===== config.mk =====
export PLATFORM = sky130hd
export DESIGN_NAME = issue_select_flat
export DESIGN_NICKNAME = d
export VERILOG_FILES = /design/src/rtl/issue_select_if.sv /design/src/rtl/issue_select.sv /design/src/flat_wrapper.sv
export SDC_FILE = /design/constraint.sdc
export NUM_CORES = 1
export LEC_CHECK = 0
export ABC_CLOCK_PERIOD_IN_PS = 2400
export CAP_MARGIN = 20
export CORE_MARGIN = 4
export CORE_UTILIZATION = 45
export DETAILED_ROUTE_END_ITERATION = 6
export PLACE_DENSITY = 0.7
export SLEW_MARGIN = 5
export SYNTH_ARGS = -nofsm -noshare
export SYNTH_HDL_FRONTEND = slang
export SYNTH_SLANG_ARGS = --single-unit

===== constraint.sdc =====
create_clock -name clk -period 2.4 [get_ports clk]
set_clock_uncertainty 0.15 [all_clocks]
set_input_delay 0.24 -clock clk [delete_from_list [all_inputs] [get_ports clk]]
set_output_delay 0.24 -clock clk [all_outputs]
set_load 0.01 [all_outputs]

===== src/rtl/issue_select_if.sv =====
// Issue-select bus: dispatch/request inputs from wakeup and the FU
// handshake, bundled so the select stage and its neighbours share one port.
interface issue_select_if #(
    parameter int RS_ENTRIES = 8,
    parameter int IDX_W      = $clog2(RS_ENTRIES)
);
    logic                  disp_valid;
    logic [IDX_W-1:0]      disp_entry;
    logic [RS_ENTRIES-1:0] reqs;
    logic                  flush;
    logic                  fu_ready;
    logic [RS_ENTRIES-1:0] grant;
    logic [IDX_W-1:0]      grant_idx;
    logic                  grant_valid;
    logic [RS_ENTRIES-1:0] issued_mask;

    // Driver side: wakeup/dispatch/FU sources feeding the select stage.
    modport master (
        output disp_valid, disp_entry, reqs, flush, fu_ready,
        input  grant, grant_idx, grant_valid, issued_mask
    );

    // Select stage side.
    modport slave (
        input  disp_valid, disp_entry, reqs, flush, fu_ready,
        output grant, grant_idx, grant_valid, issued_mask
    );
endinterface


===== src/rtl/issue_select.sv =====
// issue_select: picks the oldest ready reservation-station entry using an
// age matrix and presents it as a registered one-hot grant with a
// valid/ready handshake. A local issued mask blocks double issue until the
// entry is dispatched again.
// Optional statistics counters are enabled with `define ISSUE_SELECT_STATS_EN.
module issue_select #(
    parameter int RS_ENTRIES = 8,
    parameter int IDX_W      = $clog2(RS_ENTRIES),
    parameter int STAT_W     = 32
) (
    input  logic                clk,
    input  logic                rst,
    issue_select_if.slave       bus
`ifdef ISSUE_SELECT_STATS_EN
    ,
    output logic [STAT_W-1:0]   stat_issued,
    output logic [STAT_W-1:0]   stat_stall
`endif
);

    // age[i][j] = 1 : entry i was dispatched before entry j
    logic [RS_ENTRIES-1:0] r_age [RS_ENTRIES];
    logic [RS_ENTRIES-1:0] w_age_nxt [RS_ENTRIES];
    logic [RS_ENTRIES-1:0] r_ev;
    logic [RS_ENTRIES-1:0] r_issued;
    logic [RS_ENTRIES-1:0] w_issued_nxt;
    logic [RS_ENTRIES-1:0] r_grant;
    logic [IDX_W-1:0]      r_grant_idx;
    logic                  r_grant_valid;

    logic                  w_accept;
    logic [RS_ENTRIES-1:0] w_accept_oh;
    logic [RS_ENTRIES-1:0] w_cand;
    logic [RS_ENTRIES-1:0] w_pick;
    logic [IDX_W-1:0]      w_pick_idx;
    logic                  w_load;

    // The FU takes the presented grant this cycle; a flush overrides it.
    assign w_accept    = r_grant_valid && bus.fu_ready && !bus.flush;
    assign w_accept_oh = w_accept ? r_grant : '0;
    // The entry being accepted must not be picked again on the same edge.
    assign w_cand      = bus.reqs & r_ev & ~r_issued & ~w_accept_oh;
    // The grant register only moves when it is empty or being consumed.
    assign w_load      = !r_grant_valid || bus.fu_ready;

    // Oldest-first pick: a candidate wins if it is older than every other candidate.
    always_comb begin
        logic v_oldest;
        w_pick   = '0;
        v_oldest = 1'b0;
        for (int i = 0; i < RS_ENTRIES; i++) begin
            v_oldest = w_cand[i];
            for (int j = 0; j < RS_ENTRIES; j++) begin
                if (j != i && w_cand[j] && !r_age[i][j]) begin
                    v_oldest = 1'b0;
                end
            end
            w_pick[i] = v_oldest;
        end
    end

    // One-hot to binary encode of the pick.
    always_comb begin
        w_pick_idx = '0;
        for (int i = 0; i < RS_ENTRIES; i++) begin
            if (w_pick[i]) begin
                w_pick_idx = w_pick_idx | IDX_W'(i);
            end
        end
    end

    // Next age matrix: a dispatched entry becomes younger than every valid entry.
    always_comb begin
        for (int i = 0; i < RS_ENTRIES; i++) begin
            w_age_nxt[i] = r_age[i];
        end
        if (bus.disp_valid) begin
            for (int j = 0; j < RS_ENTRIES; j++) begin
                w_age_nxt[j][bus.disp_entry] = r_ev[j];
            end
            w_age_nxt[bus.disp_entry] = '0;
        end
    end

    // Next issued mask: accept marks the granted entry, dispatch clears it.
    always_comb begin
        w_issued_nxt = r_issued | w_accept_oh;
        if (bus.disp_valid) begin
            w_issued_nxt[bus.disp_entry] = 1'b0;
        end
    end

    // Age matrix register; kept across flush because ev gates stale rows.
    always_ff @(posedge clk or posedge rst) begin
        if (rst) begin
            for (int i = 0; i < RS_ENTRIES; i++) begin
                r_age[i] <= '0;
            end
        end else if (!bus.flush) begin
            for (int i = 0; i < RS_ENTRIES; i++) begin
                r_age[i] <= w_age_nxt[i];
            end
        end
    end

    // Entry-valid and issued-mask registers.
    always_ff @(posedge clk or posedge rst) begin
        if (rst) begin
            r_ev     <= '0;
            r_issued <= '0;
        end else if (bus.flush) begin
            r_ev     <= '0;
            r_issued <= '0;
        end else begin
            r_issued <= w_issued_nxt;
            if (bus.disp_valid) begin
                r_ev[bus.disp_entry] <= 1'b1;
            end
        end
    end

    // Grant register: holds during a stall, otherwise loads the current pick.
    always_ff @(posedge clk or posedge rst) begin
        if (rst) begin
            r_grant       <= '0;
            r_grant_idx   <= '0;
            r_grant_valid <= 1'b0;
        end else if (bus.flush) begin
            r_grant       <= '0;
            r_grant_idx   <= '0;
            r_grant_valid <= 1'b0;
        end else if (w_load) begin
            r_grant       <= w_pick;
            r_grant_idx   <= w_pick_idx;
            r_grant_valid <= |w_pick;
        end
    end

    assign bus.grant       = r_grant;
    assign bus.grant_idx   = r_grant_idx;
    assign bus.grant_valid = r_grant_valid;
    assign bus.issued_mask = r_issued;

`ifdef ISSUE_SELECT_STATS_EN
    logic [STAT_W-1:0] r_stat_issued;
    logic [STAT_W-1:0] r_stat_stall;
    logic              w_stall;

    assign w_stall = r_grant_valid && !bus.fu_ready;

    // Saturating accept/stall counters; only reset clears them.
    always_ff @(posedge clk or posedge rst) begin
        if (rst) begin
            r_stat_issued <= '0;
            r_stat_stall  <= '0;
        end else begin
            if (w_accept && (r_stat_issued != '1)) begin
                r_stat_issued <= r_stat_issued + STAT_W'(1);
            end
            if (w_stall && (r_stat_stall != '1)) begin
                r_stat_stall <= r_stat_stall + STAT_W'(1);
            end
        end
    end

    assign stat_issued = r_stat_issued;
    assign stat_stall  = r_stat_stall;
`endif

endmodule


===== src/flat_wrapper.sv =====
// flat-port wrapper written by rule: the top's interface ports become plain ports
module issue_select_flat 
#(
    parameter int RS_ENTRIES = 8,
    parameter int IDX_W      = $clog2(RS_ENTRIES),
    parameter int STAT_W     = 32
)
  (clk, rst, bus_disp_valid, bus_disp_entry, bus_reqs, bus_flush, bus_fu_ready, bus_grant, bus_grant_idx, bus_grant_valid, bus_issued_mask);
  issue_select_if #(.RS_ENTRIES(RS_ENTRIES), .IDX_W(IDX_W)) bus_i ();
  input  logic clk;
  input  logic rst;
  input wire logic [$bits(bus_i.disp_valid)-1:0] bus_disp_valid;
  input wire logic [$bits(bus_i.disp_entry)-1:0] bus_disp_entry;
  input wire logic [$bits(bus_i.reqs)-1:0] bus_reqs;
  input wire logic [$bits(bus_i.flush)-1:0] bus_flush;
  input wire logic [$bits(bus_i.fu_ready)-1:0] bus_fu_ready;
  output wire logic [$bits(bus_i.grant)-1:0] bus_grant;
  output wire logic [$bits(bus_i.grant_idx)-1:0] bus_grant_idx;
  output wire logic [$bits(bus_i.grant_valid)-1:0] bus_grant_valid;
  output wire logic [$bits(bus_i.issued_mask)-1:0] bus_issued_mask;
  assign bus_i.disp_valid = bus_disp_valid;
  assign bus_i.disp_entry = bus_disp_entry;
  assign bus_i.reqs = bus_reqs;
  assign bus_i.flush = bus_flush;
  assign bus_i.fu_ready = bus_fu_ready;
  assign bus_grant = bus_i.grant;
  assign bus_grant_idx = bus_i.grant_idx;
  assign bus_grant_valid = bus_i.grant_valid;
  assign bus_issued_mask = bus_i.issued_mask;
  issue_select #(.RS_ENTRIES(RS_ENTRIES), .IDX_W(IDX_W), .STAT_W(STAT_W)) u_core (.clk(clk), .rst(rst), .bus(bus_i));
endmodule

==> flow_summary.json <==
{
  "die_area_sq_um": 10500,
  "ys_warn_count": 0,
  "synth_ff_type": "dfrtp_1",
  "outcome": "finished, final reports clean",
  "start_kind": "flop",
  "r2r_slack_ns": 0.07,
  "rows": 34,
  "final_hold_viol_count": 0,
  "portBuffers": 35,
  "r2r_start": "u_core.bus.grant_valid",
  "slew_headroom_pct": 65.0,
  "met3_usage_pct": 5.87,
  "clk_latency_ns": 0.35,
  "num_io_pins": 36,
  "worstReg2RegEnd": "u_core.bus.grant_valid",
  "drt_iter0_markers": 351,
  "wire_per_inst_um": 21.5,
  "cts_buffers": 9,
  "hold_class": "in2async",
  "worst_setup_path_end_kind": "flop",
  "fin_nets": 534,
  "clkTransAtPathRegs_ns": 0.09,
  "ys_seq_area_share_pct": 52.5,
  "grt_pass1_wl_um": 21300,
  "drc_errors": 0,
  "post-route-min-period_ns": 2.33,
  "syn_area_sq_um": 4000,
  "internal_power_w": 0.00212,
  "clock-sinks": 84,
  "final_common_cell": "nand2_1",
  "vdd_drop_max_uv": 371,
  "power.share.switching_pct": 26.7,
  "vias": 3870,
  "clkPwrFrac_pct": 35.3,
  "grt.overflow.total": 0,
  "drive_gt1_share_pct": 17.8,
  "cp.required_ns": 2.46,
  "num_antenna_cells": 0,
  "combPwrFrac_pct": 11.6,
  "drv_cap": 0,
  "yosysTopAreaCellShare_pct": 52.5,
  "period_share_pct": 96.9,
  "root_buffer": "clkbuf_8",
  "postRouteAntennaNets": 0,
  "dp_hpwl_um": 10200,
  "worstMarginPinSlew_ns": 0.524,
  "cts_max_path_buffers": 2,
  "core_area_sq_um": 8680,
  "power_leakage_nw": 2.28,
  "worstPathArrival_ns": 2.39,
  "drtPass1Iterations": 5,
  "fin_cells": 630,
  "routed_wl_um": 13600,
  "total_power_w": 0.00290,
  "fill_cells": 765,
  "synthCells": 439,
  "top_usage_layer": "met2",
  "p_switching_w": 0.000775,
  "power_density_nw_per_um2": 569,
  "synth_edf_count": 0,
  "crit_start": "u_core.bus.grant_valid",
  "rsz0062_at_grt": "no",
  "cts_tree": "yes",
  "area_delta_synth_final_pct": 27.2,
  "antenna_found_initial": 0,
  "crit_end": "u_core.bus.grant_valid",
  "cp_max_fo": 9,
  "syn_avg_cell_area_sq_um": 9.12,
  "grt_pass1_vias": 3773,
  "final_util_pct": 58.7,
  "synth.ff_latch_count": 84,
  "gp_congestion": 0.961,
  "register_area_sq_um": 2100,
  "vias_per_cell": 6.14,
  "synthTopCellsByArea": "dfrtp_1, nand2_1, o21ai_0",
  "initial_utilization_pct": 46.1,
  "multi_input_area_sq_um": 1770,
  "htreeDepth": 3,
  "track_usage_pct": 27.5,
  "max_freq_mhz": 430,
  "r2r.worst_path.cells": 7,
  "final_cell_mix": "nand2_1, dfrtp_1, buf_4, nor2_1, o21ai_0",
  "grt_max_degree": 85,
  "place_inst": 615,
  "use_met1_pct": 37.0,
  "cts_setup_buffers": 0,
  "finalSetupViolCount": 0,
  "gr-usage-met2_pct": 44.7,
  "sequentialPowerShare_pct": 53.1,
  "ys_async_sr_fraction_pct": 100,
  "post-synth-top-area-cell": "dfrtp_1",
  "slew_violations": 0,
  "die_x_um": 102,
  "postSynthNetCount": 455,
  "path_class": "reg2reg",
  "ys_types": 47,
  "die_h_um": 102
}
==> repair_timing <==
action / in CTS / in global routing
hold buffers: 0 / 0
setup endpoints to repair: 3 / 7
gates cloned: 0 / 0
gates resized for setup: 4 / 4
endpoints found under the hold margin: 0 / 0
==> state kept, by name, indices dropped and copies added (netlist names) <==
| name | cells |
|---|---|
| u_core.bus.grant_valid | 1 |
| u_core.r_age | 56 |
| u_core.bus.grant | 8 |
| u_core.bus.grant_idx | 3 |
| u_core.bus.issued_mask | 8 |
| u_core.r_ev | 8 |
==> per-layer routing <==
metal | up-vias | part of all wire, %
met1 | 1905 | 41
li1 | 1722 | -
met5 | - | 0
met2 | 212 | 47
met4 | 0 | 2.4
met3 | 31 | 9.0
==> worst min path at each step <==
| stage | endpoint | slack (ns) | cells past startpoint |
|---|---|---|---|
| 2_1_floorplan | u_core.bus.issued_mask[2] | 0.20 | 1 |
| 3_3_place_gp | u_core.r_age[43] | 0.32 | 2 |
| 3_5_place_dp | u_core.r_age[17] | 0.35 | 2 |
| 4_1_cts | u_core.bus.grant[3] | 0.23 | 3 |
| 5_1_grt | u_core.bus.grant[3] | 0.24 | 3 |
| 6_report | u_core.bus.grant[3] | 0.20 | 3 |
==> critical path: stages, from the launching register on <==
cell	delay, ns
dfrtp_2	0.47
and4b_1	0.24
or3_1	0.49
o22ai_1	0.20
nor4_2	0.07
buf_4	0.15
nor4_2	0.27
a41oi_1	0.15
==> power by group through the flow <==
| stage | sequential, W | clock (W) | combinational [W] |
|---|---|---|---|
| floorplan | 0.00154 | 0 | 0.000182 |
| global placement | 0.00156 | 0 | 0.000328 |
| detailed placement | 0.00156 | 0 | 0.000333 |
| CTS | 0.00154 | 0.00102 | 0.000334 |
| global route | 0.00155 | 0.00108 | 0.000370 |
| finish | 0.00154 | 0.00102 | 0.000337 |
==> kinds of logic after synthesis <==
family | count (synthesis) | synth area share, %
simple gates | 186 | 22.7
compound gates | 124 | 19.4
flops | 84 | 52.5
buf+inv | 39 | 3.91
mux | 6 | 1.50
==> Yosys cell counts (2+ instances only) <==
| library cell | count |
|---|---|
| o2111ai_1 | 2 |
| a31oi_1 | 4 |
| and4b_1 | 6 |
| a22oi_1 | 2 |
| o21bai_1 | 3 |
| nor2b_1 | 4 |
| mux2i_1 | 6 |
| o221ai_1 | 5 |
| a21oi_1 | 28 |
| buf_2 | 3 |
| dfrtp_1 | 84 |
| inv_1 | 7 |
| a22o_1 | 8 |
| buf_1 | 2 |
| clkbuf_1 | 24 |
| nand2b_1 | 6 |
| o21ai_0 | 34 |
| or4_1 | 7 |
| nor3_1 | 9 |
| clkbuf_2 | 2 |
| and2_1 | 2 |
| nand3_1 | 4 |
| o41ai_1 | 3 |
| o31ai_1 | 3 |
| nor4_2 | 3 |
| a21o_1 | 5 |
| nor2_1 | 35 |
| o22ai_1 | 20 |
| nand3b_1 | 2 |
| or2_2 | 2 |
| or3_1 | 10 |
| nand2_1 | 89 |
==> layout make-up <==
cell class	instances	area share, %
Sequential cell	84	41.3
Multi-Input combinational cell	316	34.8
Timing Repair Buffer	100	16.9
Inverter	7	0.590
Tap cell	108	2.65
Clock buffer	11	2.78
Clock inverter	4	0.983
==> per-stage QoR <==
step	cell area [sq um]	TNS, ns	hold slack [ns]	worst slack [ns]
after floorplan	4010	0	0.201	0.152
after global placement	4880	-8.08	0.323	-0.420
after detailed placement	4880	-10.41	0.350	-0.453
after CTS	5080	0	0.226	0.0125
after global routing	5090	0	0.244	0.00781
final	5090	0	0.203	0.0733
No activity file was read; power rests on OpenSTA's default activity.
